--- config.mk ---
export PLATFORM = sky130hd
export DESIGN_NAME = bist_response_analyzer
export DESIGN_NICKNAME = d
export VERILOG_FILES = /design/src/rtl/bist_pkg.sv /design/src/rtl/bist_fail_fifo.sv /design/src/rtl/bist_response_analyzer.sv
export SDC_FILE = /design/constraint.sdc
export NUM_CORES = 1
export LEC_CHECK = 0
export ABC_CLOCK_PERIOD_IN_PS = 3700
export BUFFER_PORTS_ARGS = -buffer_cell sky130_fd_sc_hd__clkbuf_2
export CORE_ASPECT_RATIO = 0.5
export CORE_MARGIN = 2
export CORE_UTILIZATION = 57
export CTS_BUF_LIST = sky130_fd_sc_hd__clkbuf_16
export CTS_CLUSTER_SIZE = 28
export DETAILED_ROUTE_END_ITERATION = 7
export GPL_ROUTABILITY_DRIVEN = 1
export HOLD_SLACK_MARGIN = 0.06
export PLACE_DENSITY = 0.79
export SYNTH_ARGS = -nofsm -noshare
export SYNTH_HDL_FRONTEND = slang
export SYNTH_HIERARCHICAL = 1
export SYNTH_SLANG_ARGS = --single-unit
--- constraint.sdc ---
create_clock -name clk -period 3.7 [get_ports clk]
set_clock_uncertainty 0.15 [all_clocks]
set_input_delay 0.74 -clock clk [delete_from_list [all_inputs] [get_ports clk]]
set_output_delay 0.74 -clock clk [all_outputs]
set_load 0.01 [all_outputs]
--- src/rtl/bist_pkg.sv ---
// rtl/bist_pkg.sv - shared types and constants for the 256x4 SRAM BIST response analyzer
package bist_pkg;

  localparam int ADDR_W  = 8;
  localparam int DATA_W  = 4;
  localparam int ENTRY_W = ADDR_W + 2 * DATA_W;

  typedef enum logic [1:0] {
    IDLE  = 2'd0,
    RUN   = 2'd1,
    DRAIN = 2'd2,
    DONE  = 2'd3
  } state_t;

  typedef struct packed {
    logic [ADDR_W-1:0] addr;
    logic [DATA_W-1:0] exp;
    logic [DATA_W-1:0] act;
  } fail_entry_t;

  // One read-latency pipeline stage: the tag of a read still waiting for its data.
  typedef struct packed {
    logic              vld;
    logic [ADDR_W-1:0] addr;
    logic [DATA_W-1:0] exp;
  } rd_tag_t;

endpackage

--- src/rtl/bist_fail_fifo.sv ---
// rtl/bist_fail_fifo.sv - synchronous fail-log FIFO of fail_entry_t records
module bist_fail_fifo
  import bist_pkg::*;
#(
  parameter int LOG_DEPTH = 4
) (
  input  logic               clk,
  input  logic               rst_n,
  input  logic               clr_i,
  input  logic               push_i,
  input  logic [ENTRY_W-1:0] push_data_i,
  input  logic               pop_i,
  output logic [ENTRY_W-1:0] head_o,
  output logic               full_o,
  output logic               empty_o
);

  localparam int PTR_W = $clog2(LOG_DEPTH);

  logic [PTR_W-1:0] wr_ptr_q, rd_ptr_q;
  logic [PTR_W:0]   count_q;
  fail_entry_t      mem_q [LOG_DEPTH];
  logic             do_push, do_pop;

  assign empty_o = (count_q == '0);
  assign full_o  = (count_q == (PTR_W + 1)'(LOG_DEPTH));
  assign do_pop  = pop_i && !empty_o;
  // A pop frees the slot in the same cycle, so a full FIFO still accepts a push.
  assign do_push = push_i && (!full_o || do_pop);

  always_ff @(posedge clk) begin
    if (!rst_n || clr_i) begin
      wr_ptr_q <= '0;
      rd_ptr_q <= '0;
      count_q  <= '0;
    end else begin
      if (do_push) wr_ptr_q <= wr_ptr_q + PTR_W'(1);
      if (do_pop)  rd_ptr_q <= rd_ptr_q + PTR_W'(1);
      case ({do_push, do_pop})
        2'b10:   count_q <= count_q + (PTR_W + 1)'(1);
        2'b01:   count_q <= count_q - (PTR_W + 1)'(1);
        default: count_q <= count_q;
      endcase
    end
  end

  always_ff @(posedge clk) begin
    if (rst_n && !clr_i && do_push) mem_q[wr_ptr_q] <= fail_entry_t'(push_data_i);
  end

  assign head_o = empty_o ? '0 : mem_q[rd_ptr_q];

endmodule

--- src/rtl/bist_response_analyzer.sv ---
// rtl/bist_response_analyzer.sv - compares SRAM read data against expected, counts and logs failures
module bist_response_analyzer
  import bist_pkg::*;
#(
  parameter int RD_LAT    = 1,
  parameter int LOG_DEPTH = 4,
  parameter int CNT_W     = 10
) (
  input  logic              clk,
  input  logic              rst_n,
  input  logic              start,
  input  logic              end_of_test,
  input  logic [ADDR_W-1:0] addr_in,
  input  logic              we_in,
  input  logic [DATA_W-1:0] exp_in,
  input  logic [DATA_W-1:0] sram_dout,
  output logic              busy,
  output logic              done,
  output logic              pass,
  output logic [CNT_W-1:0]  err_count,
  output logic [DATA_W-1:0] fail_bits,
  output logic              log_valid,
  output logic [ADDR_W-1:0] log_addr,
  output logic [DATA_W-1:0] log_exp,
  output logic [DATA_W-1:0] log_act,
  input  logic              log_pop,
  output logic              log_ovf
);

  localparam logic [2:0] DRAIN_LAST = 3'(RD_LAT - 1);

  state_t            state_q, state_d;
  logic [2:0]        drain_q, drain_d;
  rd_tag_t           pipe_q [RD_LAT];
  rd_tag_t           cap, tail;
  logic [DATA_W-1:0] diff;
  logic              mismatch;
  logic [CNT_W-1:0]  err_q;
  logic [DATA_W-1:0] fail_bits_q;
  logic              ovf_q;
  logic              fifo_full, fifo_empty;
  fail_entry_t       push_entry, head_entry;

  always_ff @(posedge clk) begin
    if (!rst_n) begin
      state_q <= IDLE;
      drain_q <= '0;
    end else begin
      state_q <= state_d;
      drain_q <= drain_d;
    end
  end

  always_comb begin
    state_d = state_q;
    drain_d = drain_q;
    if (start) begin
      state_d = RUN;
      drain_d = '0;
    end else begin
      unique case (state_q)
        RUN: begin
          if (end_of_test) begin
            state_d = DRAIN;
            drain_d = '0;
          end
        end
        DRAIN: begin
          if (drain_q == DRAIN_LAST) state_d = DONE;
          else                       drain_d = drain_q + 3'd1;
        end
        default: begin
          state_d = state_q;
        end
      endcase
    end
  end

  always_comb begin
    busy = (state_q == RUN) || (state_q == DRAIN);
    done = (state_q == DONE);
    pass = (state_q == DONE) && (err_q == '0);
  end

  always_comb begin
    cap = '0;
    if (state_q == RUN && !we_in) begin
      cap.vld  = 1'b1;
      cap.addr = addr_in;
      cap.exp  = exp_in;
    end
  end

  // Each read tag travels RD_LAT stages so it meets its own data at the tail.
  always_ff @(posedge clk) begin
    if (!rst_n || start) begin
      for (int i = 0; i < RD_LAT; i++) pipe_q[i] <= '0;
    end else begin
      pipe_q[0] <= cap;
      for (int i = 1; i < RD_LAT; i++) pipe_q[i] <= pipe_q[i-1];
    end
  end

  assign tail     = pipe_q[RD_LAT-1];
  assign diff     = tail.exp ^ sram_dout;
  assign mismatch = tail.vld && (diff != '0);

  always_ff @(posedge clk) begin
    if (!rst_n || start) begin
      err_q       <= '0;
      fail_bits_q <= '0;
      ovf_q       <= 1'b0;
    end else if (mismatch) begin
      if (err_q != {CNT_W{1'b1}}) err_q <= err_q + CNT_W'(1);
      fail_bits_q <= fail_bits_q | diff;
      if (fifo_full && !log_pop) ovf_q <= 1'b1;
    end
  end

  assign push_entry = '{addr: tail.addr, exp: tail.exp, act: sram_dout};

  bist_fail_fifo #(
    .LOG_DEPTH(LOG_DEPTH)
  ) u_fail_fifo (
    .clk        (clk),
    .rst_n      (rst_n),
    .clr_i      (start),
    .push_i     (mismatch),
    .push_data_i(push_entry),
    .pop_i      (log_pop),
    .head_o     (head_entry),
    .full_o     (fifo_full),
    .empty_o    (fifo_empty)
  );

  assign err_count = err_q;
  assign fail_bits = fail_bits_q;
  assign log_ovf   = ovf_q;
  assign log_valid = !fifo_empty;
  assign log_addr  = head_entry.addr;
  assign log_exp   = head_entry.exp;
  assign log_act   = head_entry.act;

endmodule

# Yosys cells after proc, flatten, opt, wreduce, memory -nomap -nowiden
# Memories as Yosys holds them, arrays and structs flattened. A register that Yosys moved wholly into a read port is not among the register bits.
# Cells that the tools add are included.
dict set report op_classes {
  n_addsub 6
  n_eq_ne 12
  n_mux 19
  bitwise 3
  n_reduce_logical 31
}
# cell count
set ops {}
lappend ops {{$mux 13} 2}
lappend ops {{$mux 16} 1}
lappend ops {{$reduce_or 13->1} 1}
lappend ops {{$pmux 3 s2} 2}
lappend ops {{$add 10x1->10 const B} 1}
lappend ops {{$logic_not 10->1} 1}
lappend ops {{$ne 10x10->1 const B} 1}
lappend ops {{$reduce_and 3->1} 3}
lappend ops {{$logic_and 1x1->1} 8}
lappend ops {{$mux 2} 4}
lappend ops {{$mux 1} 7}
lappend ops {{$add 3x1->3 const B} 2}
lappend ops {{$eq 2x2->1 const B} 3}
lappend ops {{$logic_not 1->1} 6}
lappend ops {{$logic_not 3->1} 2}
lappend ops {{$mux 3} 2}
lappend ops {{$ne 2x2->1 const B} 3}
lappend ops {{$ne 3x3->1 const B} 2}
lappend ops {{$add 2x1->2 const B} 2}
lappend ops {{$eq 2x1->1 const B} 2}
lappend ops {{$or 4x4->4} 1}
lappend ops {{$pmux 2 s2} 1}
lappend ops {{$reduce_and 2->1} 2}
lappend ops {{$reduce_bool 2->1} 2}
lappend ops {{8 further kinds} 10}
dict set report word_totals {
  reg_bits 27
  ram_bits 77
  input_bits 22
  out_inout_bits 35
  mem_count 2
}
# memory words width rd rd_ports_with_merged_regs wr line
set mem_list {}
lappend mem_list {u_fail_fifo.mem_q 4 16 1 1 1 bist_fail_fifo.sv:22} ;# fail_entry_t mem_q [LOG_DEPTH];
lappend mem_list {pipe_q 1 13 1 0 1 bist_response_analyzer.sv:34} ;# rd_tag_t pipe_q [RD_LAT];

# Logic depth before layout (Yosys ltp)
dict set report depth {
  word_depth 8
  ltp_mapped 11
  mapped_depth_nobuf 9
}

# By module
# Netlist, hierarchy kept.
# mod n_inst cells_each area_each_um2
set by_module_without_submodules {}
lappend by_module_without_submodules {bist_fail_fifo 1 168 2999.1}
lappend by_module_without_submodules {bist_response_analyzer 1 156 1471.4}

# Least setup slack after synthesis
# OpenSTA, ideal clock, no wires.
dict set report synth_timing {
  path_type {input port to flip-flop}
  from {input port sram_dout[0]}
  to {register u_fail_fifo.count_q[1]}
  setup_time_ns 0.123
  arrival_ns 2.678
  t_required_ns 3.427
  setup_slack_ns 0.749
  stages 10
  path_cell_list {xor2_1 -> o41ai_4 -> buf_6 -> inv_4 -> buf_2 -> inv_1 -> nand2b_1 -> fa_1 -> nor2_1 -> mux2_1}
}
dict set report synth_between {
  elab_chain_cells 6
  word_cells_on_any_way 8
  cone_classes {2 x eq/ne; 1 x mux; 1 x bitwise; 4 x reduce/logical}
}
# element line
set synth_rtl {}
lappend synth_rtl {{start, declared} bist_response_analyzer.sv:16} ;# input logic [DATA_W-1:0] sram_dout,
lappend synth_rtl {{$xor 4x4->4 (*)} bist_response_analyzer.sv:105} ;# assign diff = tail.exp ^ sram_dout;
lappend synth_rtl {{$reduce_bool 4->1 (*)} bist_response_analyzer.sv:106} ;# assign mismatch = tail.vld && (diff != '0);
lappend synth_rtl {{$logic_and 1x1->1 (*)} bist_response_analyzer.sv:106}
lappend synth_rtl {{net mismatch} bist_response_analyzer.sv:37} ;# logic mismatch;
lappend synth_rtl {{$logic_and 1x1->1 (*)} bist_fail_fifo.sv:29} ;# assign do_push = push_i && (!full_o || do_pop);
lappend synth_rtl {{$eq 2x1->1 or $eq 2x2->1 (tied branches)} bist_fail_fifo.sv:39} ;# case ({do_push, do_pop})
lappend synth_rtl {{$pmux 3 s2 or $reduce_bool 2->1 (tied branches)} --}
lappend synth_rtl {{end signal, assigned} bist_fail_fifo.sv:40} ;# 2'b10: count_q <= count_q + (PTR_W + 1)'(1);
lappend synth_rtl {{end signal, assigned} bist_fail_fifo.sv:41} ;# 2'b01: count_q <= count_q - (PTR_W + 1)'(1);
lappend synth_rtl {{end signal, assigned} bist_fail_fifo.sv:42} ;# default: count_q <= count_q;
lappend synth_rtl {{end, declared} bist_fail_fifo.sv:21} ;# logic [PTR_W:0] count_q;
# Mark *: on every way through the listed nets, which the timed path passes. The rest lies on a longest branch.
# A chain may end at the register's enable or synchronous reset.

==> run summary <==
Result of the run: finished clean
Leakage power: 0.00180 uW
Clock tree from TritonCTS: yes
Final routed wirelength across all metal layers: 8280 um
Remaining max-slew budget at the tightest pin: 45.7%
Type of origin of the critical path: flip-flop
Worst setup timing slack at the placement stage: 724 ps
Gate Count Post-Synth: 324
Width of the die: 129 um
Shortest clock period the worst path allows after layout: 2790 ps
Clock tree sinks: 106
Vias in the first global route: 2717
Proportion of synthesized flip-flops having asynchronous set or reset: 0%
Cell area after technology mapping: 4470 sq um
ANT nets after route: 0
Required time of the critical path: 2810 ps
Number of antenna violations at the first check in global routing: 0
Number of CTS-inserted buffers: 9
Number of enable-type register cells in the synthesized netlist: 64
Fin nets: 418
Maximum Capacitance Violations: 0
Deepest level of the CTS H-tree: 3
Register bit count reported by yosys: 106
Antenna cell count: 0
Number of design-rule violations left by the first detailed-router iteration: 182
Ratio of cells with drive above 1 in the final layout: 27.0%
Maximum number of buffers from clock root to sink: 2
Period utilisation layout: 75.3%
HPWL after detailed placement: 5350 um
Clock transition time at the flip-flop clock pins of the worst setup and hold paths: 70 ps
Vias: 2738
Main flop type after synthesis: sky130_fd_sc_hd__edfxtp_1
Number of setup violations in the final report: 0
Setup repair after global routing missed its margin: no
Syn Area/Cell: 13.8 sq um
Part of the Yosys area used for sequential elements: 61.8%
Routability-driven placement congestion ratio: 0.798
Router iterations before antenna repair: 4
Port Buffers: 56
Crit Path Class: reg2out
Arrival time of the worst setup path: 1900 ps
Synthesized netlist net count: 358
Slew at the pin with the worst max-slew slack: 814 ps
Max-slew violation total from the final report: 0
Peak supply drop: 0.000247 V
Kind of end point of the critical path: output pin
Power Dens Cells: 447 nW/um^2
Pin count of the biggest net entering global routing: 21
Aggregate negative setup slack: 0 ps
Initial Utilization: 59.9%
Die extent in y: 66.6 um
Wire length of the first global-routing pass: 13300 um
Post-detailed-route wirelength per cell: 16.7 um
Area delta synth->final: 15.8%
Post-synthesis cell type count: 53
Site Rows: 22
CP max FO: 16
Die footprint: 8610 sq um
Post-CTS setup buffer count: 0
CTS hold repair buffers: 0
CTS-repair resized insts: 0
Cell chosen for the clock root: sky130_fd_sc_hd__clkbuf_16
Clk Latency, worst-skew pair: 340 ps
Setup WS post-layout: 915 ps
I/O pin count: 57
Fmax: 0.359 GHz
Average via count per standard cell: 5.51
Congestion Overflow GR: 0
Hold crit path type: reg2reg
Global Route Usage Sum: 21.2%
Hold Vio Cnt, Final: 0
Core outline area: 7460 sq um
Yosys Warn Count: 6
Number of DRC violations after detailed routing: 0
-- metal layers --
metal | global-route usage, % | vias to the layer above | share of wire [%]
met4 | 5.71 | 0 | 0.88
met1 | 25.7 | 1338 | 44
li1 | - | 1314 | -
met5 | 0 | - | 0
met3 | 7.95 | 11 | 5.2
met2 | 36.3 | 75 | 50
-- worst paths after layout --
check	startpoint	end	slack (ps)	cells past startpoint
setup / recovery	flip-flop	log_exp[3]	910	3
hold / removal	fail_bits[1]	fail_bits[1]	320	2
setup reg to reg	pipe_q[0][2]	u_fail_fifo/mem_q[2][10]	1130	7
hold reg to reg	fail_bits[1]	fail_bits[1]	320	2
-- final cells by class --
class / instances / area (sq um)
sequential: 106 / 2760
fill: 520 / 2280
multi-input combinational: 188 / 1560
timing repair buffer: 64 / 340
clock buffer: 11 / 275
tap: 108 / 135
inverter: 15 / 58.8
clock inverter: 5 / 51.3
-- worst max-delay path: stages (launching register included) --
cell and delay, ps:
sky130_fd_sc_hd__dfxtp_1 850, sky130_fd_sc_hd__mux4_2 430, sky130_fd_sc_hd__nor2b_1 150, sky130_fd_sc_hd__clkbuf_2 130
-- cells in the mapped netlist (all sizes together), types with 4 or more instances --
| master | instances | share of area, % |
|---|---|---|
| a21oi | 19 | 2.1 |
| a31oi | 4 | 0.56 |
| and2 | 17 | 2.4 |
| and3 | 4 | 0.56 |
| buf | 10 | 1.7 |
| clkbuf | 5 | 0.45 |
| dfxtp | 42 | 19 |
| edfxtp | 64 | 43 |
| ha | 11 | 3.1 |
| inv | 15 | 1.3 |
| mux4 | 16 | 8.1 |
| nand2 | 5 | 0.42 |
| nand2b | 5 | 0.70 |
| nand3 | 8 | 1.0 |
| nor2 | 20 | 1.7 |
| nor2b | 20 | 2.8 |
| nor3 | 4 | 0.67 |
| o21ai | 8 | 0.90 |
| o31ai | 6 | 1.0 |
| or4 | 4 | 0.67 |
| xor2 | 6 | 1.2 |
-- sequential cells by signal, indices dropped and copies added, names as in the netlist, named ones only --
register and count:
err_count 10, state_q 2, drain_q 3, u_fail_fifo/rd_ptr_q 2, u_fail_fifo/mem_q 64, u_fail_fifo/wr_ptr_q 2, u_fail_fifo/count_q 3, log_ovf 1
pipe_q 13, fail_bits 4
-- cell usage in the layout (no fill, tap or decap), types with 6 or more instances in the layout --
| master | Yosys | final |
|---|---|---|
| sky130_fd_sc_hd__xor2_1 | 6 | 6 |
| sky130_fd_sc_hd__and2_1 | 17 | 17 |
| sky130_fd_sc_hd__nand3_1 | 7 | 7 |
| sky130_fd_sc_hd__clkbuf_16 | 0 | 11 |
| sky130_fd_sc_hd__clkbuf_2 | 1 | 56 |
| sky130_fd_sc_hd__inv_1 | 14 | 16 |
| sky130_fd_sc_hd__nor2_1 | 20 | 20 |
| sky130_fd_sc_hd__dfxtp_1 | 42 | 42 |
| sky130_fd_sc_hd__a21oi_1 | 19 | 19 |
| sky130_fd_sc_hd__edfxtp_1 | 64 | 64 |
| sky130_fd_sc_hd__o21ai_0 | 7 | 7 |
| sky130_fd_sc_hd__ha_1 | 11 | 11 |
| sky130_fd_sc_hd__nor2b_1 | 20 | 20 |
| sky130_fd_sc_hd__mux4_2 | 16 | 16 |
| sky130_fd_sc_hd__buf_4 | 2 | 8 |
| sky130_fd_sc_hd__o31ai_1 | 6 | 6 |
-- kinds of logic after synthesis --
family | after synthesis | synth area share, %
flops | 106 | 61.8
simple gates | 104 | 14.2
compound gates | 46 | 6.88
buf+inv | 30 | 3.41
mux | 19 | 8.79
fa+ha+maj | 12 | 3.53
xor+xnor | 7 | 1.37
-- report_power, final --
part           switching [uW]  leakage, uW  internal (uW)
Clock                     399     0.000169            603
Sequential               5.55     0.000833           1250
Combinational            36.6     0.000795           25.6
Total                     441      0.00180           1880
-- metrics by stage --
step	total power, uW	cell area [sq um]	instances	utilization [%]	hold slack, ps
floorplan	1320	4470	324	-	288
global placement	1340	4850	481	65.0	300
detailed placement	1340	4850	481	65.0	308
CTS	2330	5180	497	69.4	331
global route	2400	5180	497	69.4	337
finish	2320	5180	497	69.4	325
(Power assumes the default switching activity.)
